File: src/rtl/vga_timing_gen.sv
// Raster timing generator: pixel/line counters, active-video flag, delayed syncs,
// and frame-start pulse with a modulo-256 frame counter.
module vga_timing_gen #(
  parameter int H_ACTIVE = 640,
  parameter int H_FP     = 16,
  parameter int H_SYNC   = 96,
  parameter int H_BP     = 48,
  parameter int V_ACTIVE = 480,
  parameter int V_FP     = 10,
  parameter int V_SYNC   = 2,
  parameter int V_BP     = 33
) (
  input  logic       vga_clk,
  input  logic       reset_n,
  output logic [9:0] DrawX,
  output logic [9:0] DrawY,
  output logic       blank,
  output logic       hs,
  output logic       vs,
  output logic       frame_start,
  output logic [7:0] frame_count
);

  localparam int H_TOTAL = H_ACTIVE + H_FP + H_SYNC + H_BP;
  localparam int V_TOTAL = V_ACTIVE + V_FP + V_SYNC + V_BP;

  localparam logic [9:0] X_LAST  = 10'(H_TOTAL - 1);
  localparam logic [9:0] Y_LAST  = 10'(V_TOTAL - 1);
  localparam logic [9:0] X_ACT   = 10'(H_ACTIVE);
  localparam logic [9:0] Y_ACT   = 10'(V_ACTIVE);
  localparam logic [9:0] HS_LO   = 10'(H_ACTIVE + H_FP);
  localparam logic [9:0] HS_HI   = 10'(H_ACTIVE + H_FP + H_SYNC - 1);
  localparam logic [9:0] VS_LO   = 10'(V_ACTIVE + V_FP);
  localparam logic [9:0] VS_HI   = 10'(V_ACTIVE + V_FP + V_SYNC - 1);

  logic [9:0] x_nxt;
  logic [9:0] y_nxt;
  logic       blank_nxt;
  logic       hsync_nxt;
  logic       vsync_nxt;
  logic       fstart_nxt;
  logic       hsync_p0;
  logic       vsync_p0;

  always_comb begin
    x_nxt = DrawX + 10'd1;
    y_nxt = DrawY;
    if (DrawX == X_LAST) begin
      x_nxt = 10'd0;
      y_nxt = (DrawY == Y_LAST) ? 10'd0 : DrawY + 10'd1;
    end
  end

  // Flags are derived from the next counter state so they register in step with it
  always_comb begin
    blank_nxt  = (x_nxt < X_ACT) && (y_nxt < Y_ACT);
    hsync_nxt  = !((x_nxt >= HS_LO) && (x_nxt <= HS_HI));
    vsync_nxt  = !((y_nxt >= VS_LO) && (y_nxt <= VS_HI));
    fstart_nxt = (x_nxt == 10'd0) && (y_nxt == 10'd0);
  end

  // Stage p0: counters, blank, internal syncs, frame tracking
  always_ff @(posedge vga_clk) begin
    if (!reset_n) begin
      DrawX       <= 10'd0;
      DrawY       <= 10'd0;
      blank       <= 1'b0;
      hsync_p0    <= 1'b1;
      vsync_p0    <= 1'b1;
      frame_start <= 1'b0;
      frame_count <= 8'd0;
    end else begin
      DrawX       <= x_nxt;
      DrawY       <= y_nxt;
      blank       <= blank_nxt;
      hsync_p0    <= hsync_nxt;
      vsync_p0    <= vsync_nxt;
      frame_start <= fstart_nxt;
      if (fstart_nxt) frame_count <= frame_count + 8'd1;
    end
  end

  // Stage p1: syncs delayed one more cycle to line up with registered RGB
  always_ff @(posedge vga_clk) begin
    if (!reset_n) begin
      hs <= 1'b1;
      vs <= 1'b1;
    end else begin
      hs <= hsync_p0;
      vs <= vsync_p0;
    end
  end

endmodule

File: config.mk
export PLATFORM = sky130hd
export DESIGN_NAME = vga_timing_gen
export DESIGN_NICKNAME = d
export VERILOG_FILES = /design/src/rtl/vga_timing_gen.sv
export SDC_FILE = /design/constraint.sdc
export NUM_CORES = 1
export LEC_CHECK = 0
export BUFFER_PORTS_ARGS = -buffer_cell sky130_fd_sc_hd__buf_2
export CAP_MARGIN = 20
export CORE_ASPECT_RATIO = 0.7
export CORE_MARGIN = 10
export CORE_UTILIZATION = 40
export DETAILED_ROUTE_END_ITERATION = 8
export PLACE_DENSITY = 0.59
export SLEW_MARGIN = 10
export SYNTH_ARGS = -nofsm -noshare
export SYNTH_HDL_FRONTEND = slang
export SYNTH_SLANG_ARGS = --single-unit
File: constraint.sdc
create_clock -name vga_clk -period 4.31 [get_ports vga_clk]
set_input_delay 0.431 -clock vga_clk [delete_from_list [all_inputs] [get_ports vga_clk]]
set_output_delay 0.431 -clock vga_clk [all_outputs]
set_load 0.05 [all_outputs]
==> results of run 1 <==
[placed cells by master, fill, tap and decap left out, drive strengths merged, types with 3 or more instances in the layout]
cell / netlist / layout
a31oi: 4 / 4
or4b: 4 / 4
ha: 5 / 5
xor2: 3 / 3
o31ai: 3 / 3
nor4: 3 / 3
inv: 10 / 10
o21ai: 8 / 8
clkbuf: 5 / 7
nand3: 8 / 8
or3: 5 / 5
buf: 8 / 33
a211oi: 5 / 5
and3: 5 / 5
nor3: 6 / 6
nor2: 33 / 33
a21oi: 13 / 13
and2: 5 / 5
xnor2: 9 / 9
nand2b: 3 / 3
nand4b: 4 / 4
nand2: 23 / 23
and4: 5 / 5
dfxtp: 34 / 34
nand3b: 3 / 3
nand4: 6 / 6
[through the flow]
step / setup WS, ns / power [mW] / area, um2 / util [%]
after floorplan: 0.784 / 0.363 / 1960 / -
after global placement: 0.904 / 0.373 / 2140 / 44.9
after detailed placement: 0.841 / 0.372 / 2140 / 44.9
after CTS: 0.822 / 0.620 / 2230 / 46.8
after global routing: 0.640 / 0.639 / 2230 / 46.8
final: 0.831 / 0.614 / 2230 / 46.8
[layer usage]
metal / share of wire, % / global-route usage, %
met4: 1.4 / 4.85
met3: 4.6 / 3.67
met2: 41 / 17.4
met1: 53 / 16.4
met5: 0 / 0
[registers in the layout, indices dropped and copies added, names as in the netlist]
name and flops:
DrawX 10, DrawY 10, frame_count 8, blank 1, frame_start 1, hs 1
hsync_p0 1, vs 1, vsync_p0 1
[kinds of logic (layout without fill, tap and decap cells)]
logic type      Yosys count  after routing  synth area share, %
compound gates           44             44                 15.0
xor+xnor                 12             12                 5.36
fa+ha+maj                 5              5                 3.19
buf+inv                  23             51                 5.81
flops                    34             34                 34.7
mux                       2              2                 1.02
simple gates            119            119                 34.9
[area by class of cell]
cell class	instances	area, um2	area share (%)
clock buffer	7	86.3	3.88
tap	69	86.3	3.88
timing repair buffer	33	165	7.42
clock inverter	1	5.00	0.225
inverter	10	37.5	1.69
multi-input combinational	182	1170	52.4
sequential	34	681	30.6
[cells in the mapped netlist, types with 4 or more instances]
cell	instances
sky130_fd_sc_hd__dfxtp_1	34
sky130_fd_sc_hd__nor2_1	33
sky130_fd_sc_hd__nand2_1	23
sky130_fd_sc_hd__a21oi_1	13
sky130_fd_sc_hd__inv_1	10
sky130_fd_sc_hd__xnor2_1	9
sky130_fd_sc_hd__nand3_1	8
sky130_fd_sc_hd__o21ai_0	8
sky130_fd_sc_hd__and2_1	5
sky130_fd_sc_hd__and3_1	5
sky130_fd_sc_hd__clkbuf_1	5
sky130_fd_sc_hd__ha_1	5
sky130_fd_sc_hd__nand4_1	5
sky130_fd_sc_hd__nor3_1	5
sky130_fd_sc_hd__a211oi_1	4
sky130_fd_sc_hd__a31oi_1	4
sky130_fd_sc_hd__and4_1	4
sky130_fd_sc_hd__buf_2	4
sky130_fd_sc_hd__nand4b_1	4
sky130_fd_sc_hd__or3_1	4
[worst register-to-register path, cell delays in order (launching register included)]
cell	delay [ns]
sky130_fd_sc_hd__dfxtp_1	0.48
sky130_fd_sc_hd__or4b_4	0.62
sky130_fd_sc_hd__nor3_2	0.44
sky130_fd_sc_hd__o21ai_0	0.26
sky130_fd_sc_hd__a211oi_2	0.28
sky130_fd_sc_hd__or4b_1	0.61
sky130_fd_sc_hd__or4_1	0.55
sky130_fd_sc_hd__a21oi_1	0.16
[power by group through the flow]
stage / logic, mW / clock network, mW / registers (mW)
after floorplan: 0.0196 / 0 / 0.343
after global placement: 0.0404 / 0 / 0.332
after detailed placement: 0.0401 / 0 / 0.332
after CTS: 0.0402 / 0.254 / 0.325
after global routing: 0.0438 / 0.269 / 0.326
final: 0.0399 / 0.249 / 0.325
[how the worst min path moves through the flow]
stage                   from  slack (ns)  to  depth (start not counted)
floorplan           hsync_p0        0.39  hs                          1
global placement    vsync_p0        0.39  vs                          1
detailed placement  vsync_p0        0.41  vs                          1
CTS                  reset_n        0.38  vs                          2
global route         reset_n        0.40  vs                          2
finish               reset_n        0.38  vs                          2
==> impl_metrics.tcl, run 1 <==
set metrics [dict create \
    outcome "finished, final reports clean" \
    syn-cell-area_um2 1960 \
    worstPathBufferInverterCount 0 \
    synth_top_cell_by_area "sky130_fd_sc_hd__dfxtp_1" \
    final_min_period_over_clock_period_pct 80.7 \
    worst_setup_path_endpoint "frame_count[7]" \
    crit-reg2reg-capture "frame_count[7]" \
    tritoncts "done" \
    reg2reg_depth 7 \
    share_comb_of_total_power_pct 6.5 \
    detail_route.wirelength_um 4830 \
    power.share.clock_pct 40.5 \
    tritoncts_num_sinks 34 \
    cts.hold.buffers_added 0 \
    sw_frac_of_total_pct 25.4 \
    detail_route.first_pass.iterations 5 \
    fillerInstances 496 \
    grt-ovfl-total 0 \
    worst_r2r_startpoint "DrawX[5]" \
    timing.critical_path.fanout_max 17 \
    transition_at_the_pin_with_the_smallest_max_transition_slack_ns 0.824 \
    min_path_type "in2reg" \
    cts.htree.levels 2 \
    maxCapViolations 0 \
    maximum_ir_drop_on_the_vdd_rail_mv 0.150 \
    place.detailed.hpwl_um 3540 \
    detail_route.wl_per_cell_um 14.4 \
    ys_dominant_reg_cell "sky130_fd_sc_hd__dfxtp_1" \
    cpMaxStageDelayCell "sky130_fd_sc_hd__or4b_4" \
    postSynthRegisterBits 34 \
    cts-root-to-sink-buffers 2 \
    numPlacedInstances 328 \
    area_growth_pct 13.6 \
    final_period_minus_worst_setup_slack_ns 3.48 \
    ys_types 51 \
    timing.critical_path.cells "or4b_4 -> nor3_2 -> o21ai_0 -> a211oi_2 -> or4b_1 -> or4_1 -> a21oi_1" \
    power_per_cell_area_nw_per_um2 276 \
    cts.repair.resized 0 \
    drt-initial-drc-count 67 \
    synth_seq_area_share_pct 34.7 \
    drt_drc_violations_left 0 \
    flop2flop_setup_slack_ns 0.83 \
    initial_utilization_pct 41.2 \
    final-instance-count-excl-fill 336 \
    worst_ep_arrival_time_ns 3.69 \
    vias_per_cell 5.35 \
    worstSetupPathDepth 7 \
    diodes 0 \
    first_pass_grt_wire_length_um 8310 \
    static-leakage-power_nw 0.861 \
    postSynthCellCount 239 \
    post-cts-setup-buffers 0 \
    synth_area_leaders "sky130_fd_sc_hd__dfxtp_1 35%, sky130_fd_sc_hd__nor2_1 6.3%, sky130_fd_sc_hd__nand2_1 4.4%" \
    worst_path_largest_cell_delay_ns 0.62 \
    initial_antenna_violation_count 0 \
    worst_path_dominant_cell_family "simple AND/OR/NAND/NOR gates" \
    post_synth.cell_area_avg_um2 8.20 \
    first_global_vias 1713 \
    critPathCaptureType "register" \
    max_freq_mhz 287 \
    timing_worst_setup_path_type "reg2reg" \
    grt_setup_unrepaired "false" \
    synth-edff-count 0 \
    worst_ep_required_time_ns 4.52 \
    floorplan.rows 21 \
    die_area_um2 8150 \
    fin_skew_ns 0.00568 \
    final_layout_size_suffix_gt1_share_pct 19.9 \
    totalNegativeSetupSlack_ns 0 \
    gp_congestion 0.860 \
    power.sequential.fraction_pct 53.0 \
    port_buffers 33 \
    synth_top_area_share_pct 34.7 \
    internal_power_mw 0.458 \
    p_sw_mw 0.156 \
    cts-buffers-inserted 5 \
    async_set_reset_flop_share_out_of_synthesis_pct 0 \
    via_count 1796 \
    drtAntennaViolNets 0 \
    cts-root-buf "sky130_fd_sc_hd__clkbuf_8" \
    die-width_um 104 \
    core-area_um2 4760 \
    die_h_um 78.6 \
    final.hold.worst_slack_ns 0.380 \
    syn-num-nets 246 \
    hold_violations 0 \
    final_nets 273 \
    slew_headroom_pct 45.0 \
    setup-violations-final 0 \
    final_max_slew_viols 0 \
    maximum_number_of_pins_on_one_net_before_global_route_repair 25 \
    startpoint_type "register" \
    gr-usage-all-layers_pct 12.1 \
    timing.critical_path.from "DrawX[5]" \
    clkLatencyLatePin_ns 0.29 \
    boundaryPins 34 \
    cts.clk_slew.worst_paths_ns 0.07 \
    ys_warn_count 0 \
]
No activity file was read; power rests on OpenSTA's default activity.
==> run 2: changes to the inputs <==
- PLACE_DENSITY: 0.59 -> 0.62
- clock period: 4.31 -> 3.08 ns (I/O delays scaled with it)
==> impl_metrics.tcl, run 2 (synthesis results as in run 1) <==
set metrics [dict create \
    boundaryPins 34 \
    final_max_slew_viols 0 \
    cts.hold.buffers_added 0 \
    initial_antenna_violation_count 0 \
    timing_worst_setup_path_type "reg2reg" \
    floorplan.rows 21 \
    timing.critical_path.fanout_max 6 \
    first_global_vias 1612 \
    layout_common_cells "33 x sky130_fd_sc_hd__nor2_1, 33 x sky130_fd_sc_hd__buf_2, 22 x sky130_fd_sc_hd__nand2_1" \
    detail_route.wirelength_um 4940 \
    startpoint_type "register" \
    grt_setup_unrepaired "false" \
    tritoncts_num_sinks 34 \
    clkLatencyLatePin_ns 0.29 \
    fin_skew_ns 0.0115 \
    timing.critical_path.cells "or4b_4 -> or3_4 -> a211oi_2 -> o211ai_1 -> or4b_1 -> or4_1 -> a21oi_1" \
    worst_path_largest_cell_delay_ns 0.58 \
    die_h_um 78.6 \
    drtAntennaViolNets 0 \
    maximum_number_of_pins_on_one_net_before_global_route_repair 25 \
    static-leakage-power_nw 0.915 \
    final_layout_size_suffix_gt1_share_pct 28.5 \
    gp_congestion 0.842 \
    worst_r2r_startpoint "DrawX[9]" \
    setup-violations-final 0 \
    max_freq_mhz 348 \
    detail_route.first_pass.iterations 4 \
    vias_per_cell 5.32 \
    worst_ep_arrival_time_ns 3.09 \
    gr-usage-all-layers_pct 11.8 \
    die-width_um 104 \
    final-instance-count-excl-fill 343 \
    outcome "finished, final reports clean" \
    numPlacedInstances 335 \
    tritoncts "done" \
    area_growth_pct 20.0 \
    detail_route.wl_per_cell_um 14.4 \
    cpMaxStageDelayCell "sky130_fd_sc_hd__or4b_1" \
    cts.clk_slew.worst_paths_ns 0.08 \
    critPathCaptureType "register" \
    grt-ovfl-total 0 \
    worst_setup_path_endpoint "frame_count[7]" \
    cts.repair.resized 0 \
    diodes 0 \
    hold_violations 0 \
    cts.htree.levels 2 \
    via_count 1824 \
    cts-buffers-inserted 5 \
    totalNegativeSetupSlack_ns 0 \
    final_nets 280 \
    final_period_minus_worst_setup_slack_ns 2.87 \
    maximum_ir_drop_on_the_vdd_rail_mv 0.181 \
    power_per_cell_area_nw_per_um2 385 \
    crit-reg2reg-capture "frame_count[7]" \
    post-cts-setup-buffers 0 \
    cts-root-buf "sky130_fd_sc_hd__clkbuf_8" \
    min_path_type "in2reg" \
    drt-initial-drc-count 83 \
    first_pass_grt_wire_length_um 8020 \
    cts-root-to-sink-buffers 2 \
    final_min_period_over_clock_period_pct 93.3 \
    timing.critical_path.from "DrawX[9]" \
    maxCapViolations 0 \
    top_regs "DrawX x10, DrawY x10, frame_count x8" \
    slew_headroom_pct 46.4 \
    place.detailed.hpwl_um 3690 \
    worst_ep_required_time_ns 3.30 \
    flop2flop_setup_slack_ns 0.21 \
    die_area_um2 8150 \
    initial_utilization_pct 41.2 \
    port_buffers 33 \
    drt_drc_violations_left 0 \
    reg2reg_depth 7 \
    transition_at_the_pin_with_the_smallest_max_transition_slack_ns 0.804 \
    core-area_um2 4760 \
]
==> run 2: stage by stage <==
stage	hold slack (ns)	setup slack [ns]	instance area [um2]	power, mW	utilization [%]
floorplan	0.381	0.0259	2030	0.507	-
global placement	0.390	0.205	2240	0.522	47.1
detailed placement	0.396	0.209	2240	0.522	47.1
CTS	0.285	0.202	2350	0.918	49.5
global route	0.294	0.0327	2350	0.944	49.5
finish	0.295	0.206	2350	0.907	49.5
==> run 2: worst min path at each step <==
stage	from	to	slack, ns	cells past startpoint
global route	reset_n	vs	0.29	2
global placement	vsync_p0	vs	0.39	1
detailed placement	vsync_p0	vs	0.40	1
finish	reset_n	vs	0.30	2
floorplan	reset_n	hs	0.38	1
CTS	reset_n	vs	0.29	2
==> run 2: routing by layer <==
metal / GRT usage (%) / routed length [um] / vias to the layer above
met5: 0 / 0 / -
met3: 3.83 / 398 / 7
met2: 16.0 / 1960 / 72
met1: 16.7 / 2530 / 824
li1: - / - / 921
met4: 4.57 / 55 / 0
==> run 2: cell type report <==
cell class                      count  area, um2
Clock buffer                        8        111
Fill cell                         468       2400
Inverter                           10       37.5
Multi-Input combinational cell    182       1190
Sequential cell                    34        714
Tap cell                           69       86.3
Timing Repair Buffer               40        218
==> run 2: power by group <==
| group | internal (mW) | total (mW) | switching, mW | leakage [nW] |
|---|---|---|---|---|
| Sequential | 0.442 | 0.454 | 0.0117 | 0.284 |
| Combinational | 0.0164 | 0.0581 | 0.0417 | 0.574 |
| Clock | 0.231 | 0.395 | 0.164 | 0.0566 |
| Total | 0.690 | 0.907 | 0.217 | 0.915 |
==> run 2: critical path, delay by kind of cell (launching register included) <==
family / cells / cell delay, ns
and+or+nand+nor: 4 / 1.93
AOI/OAI and AO/OA: 3 / 0.51
DFF: 1 / 0.37
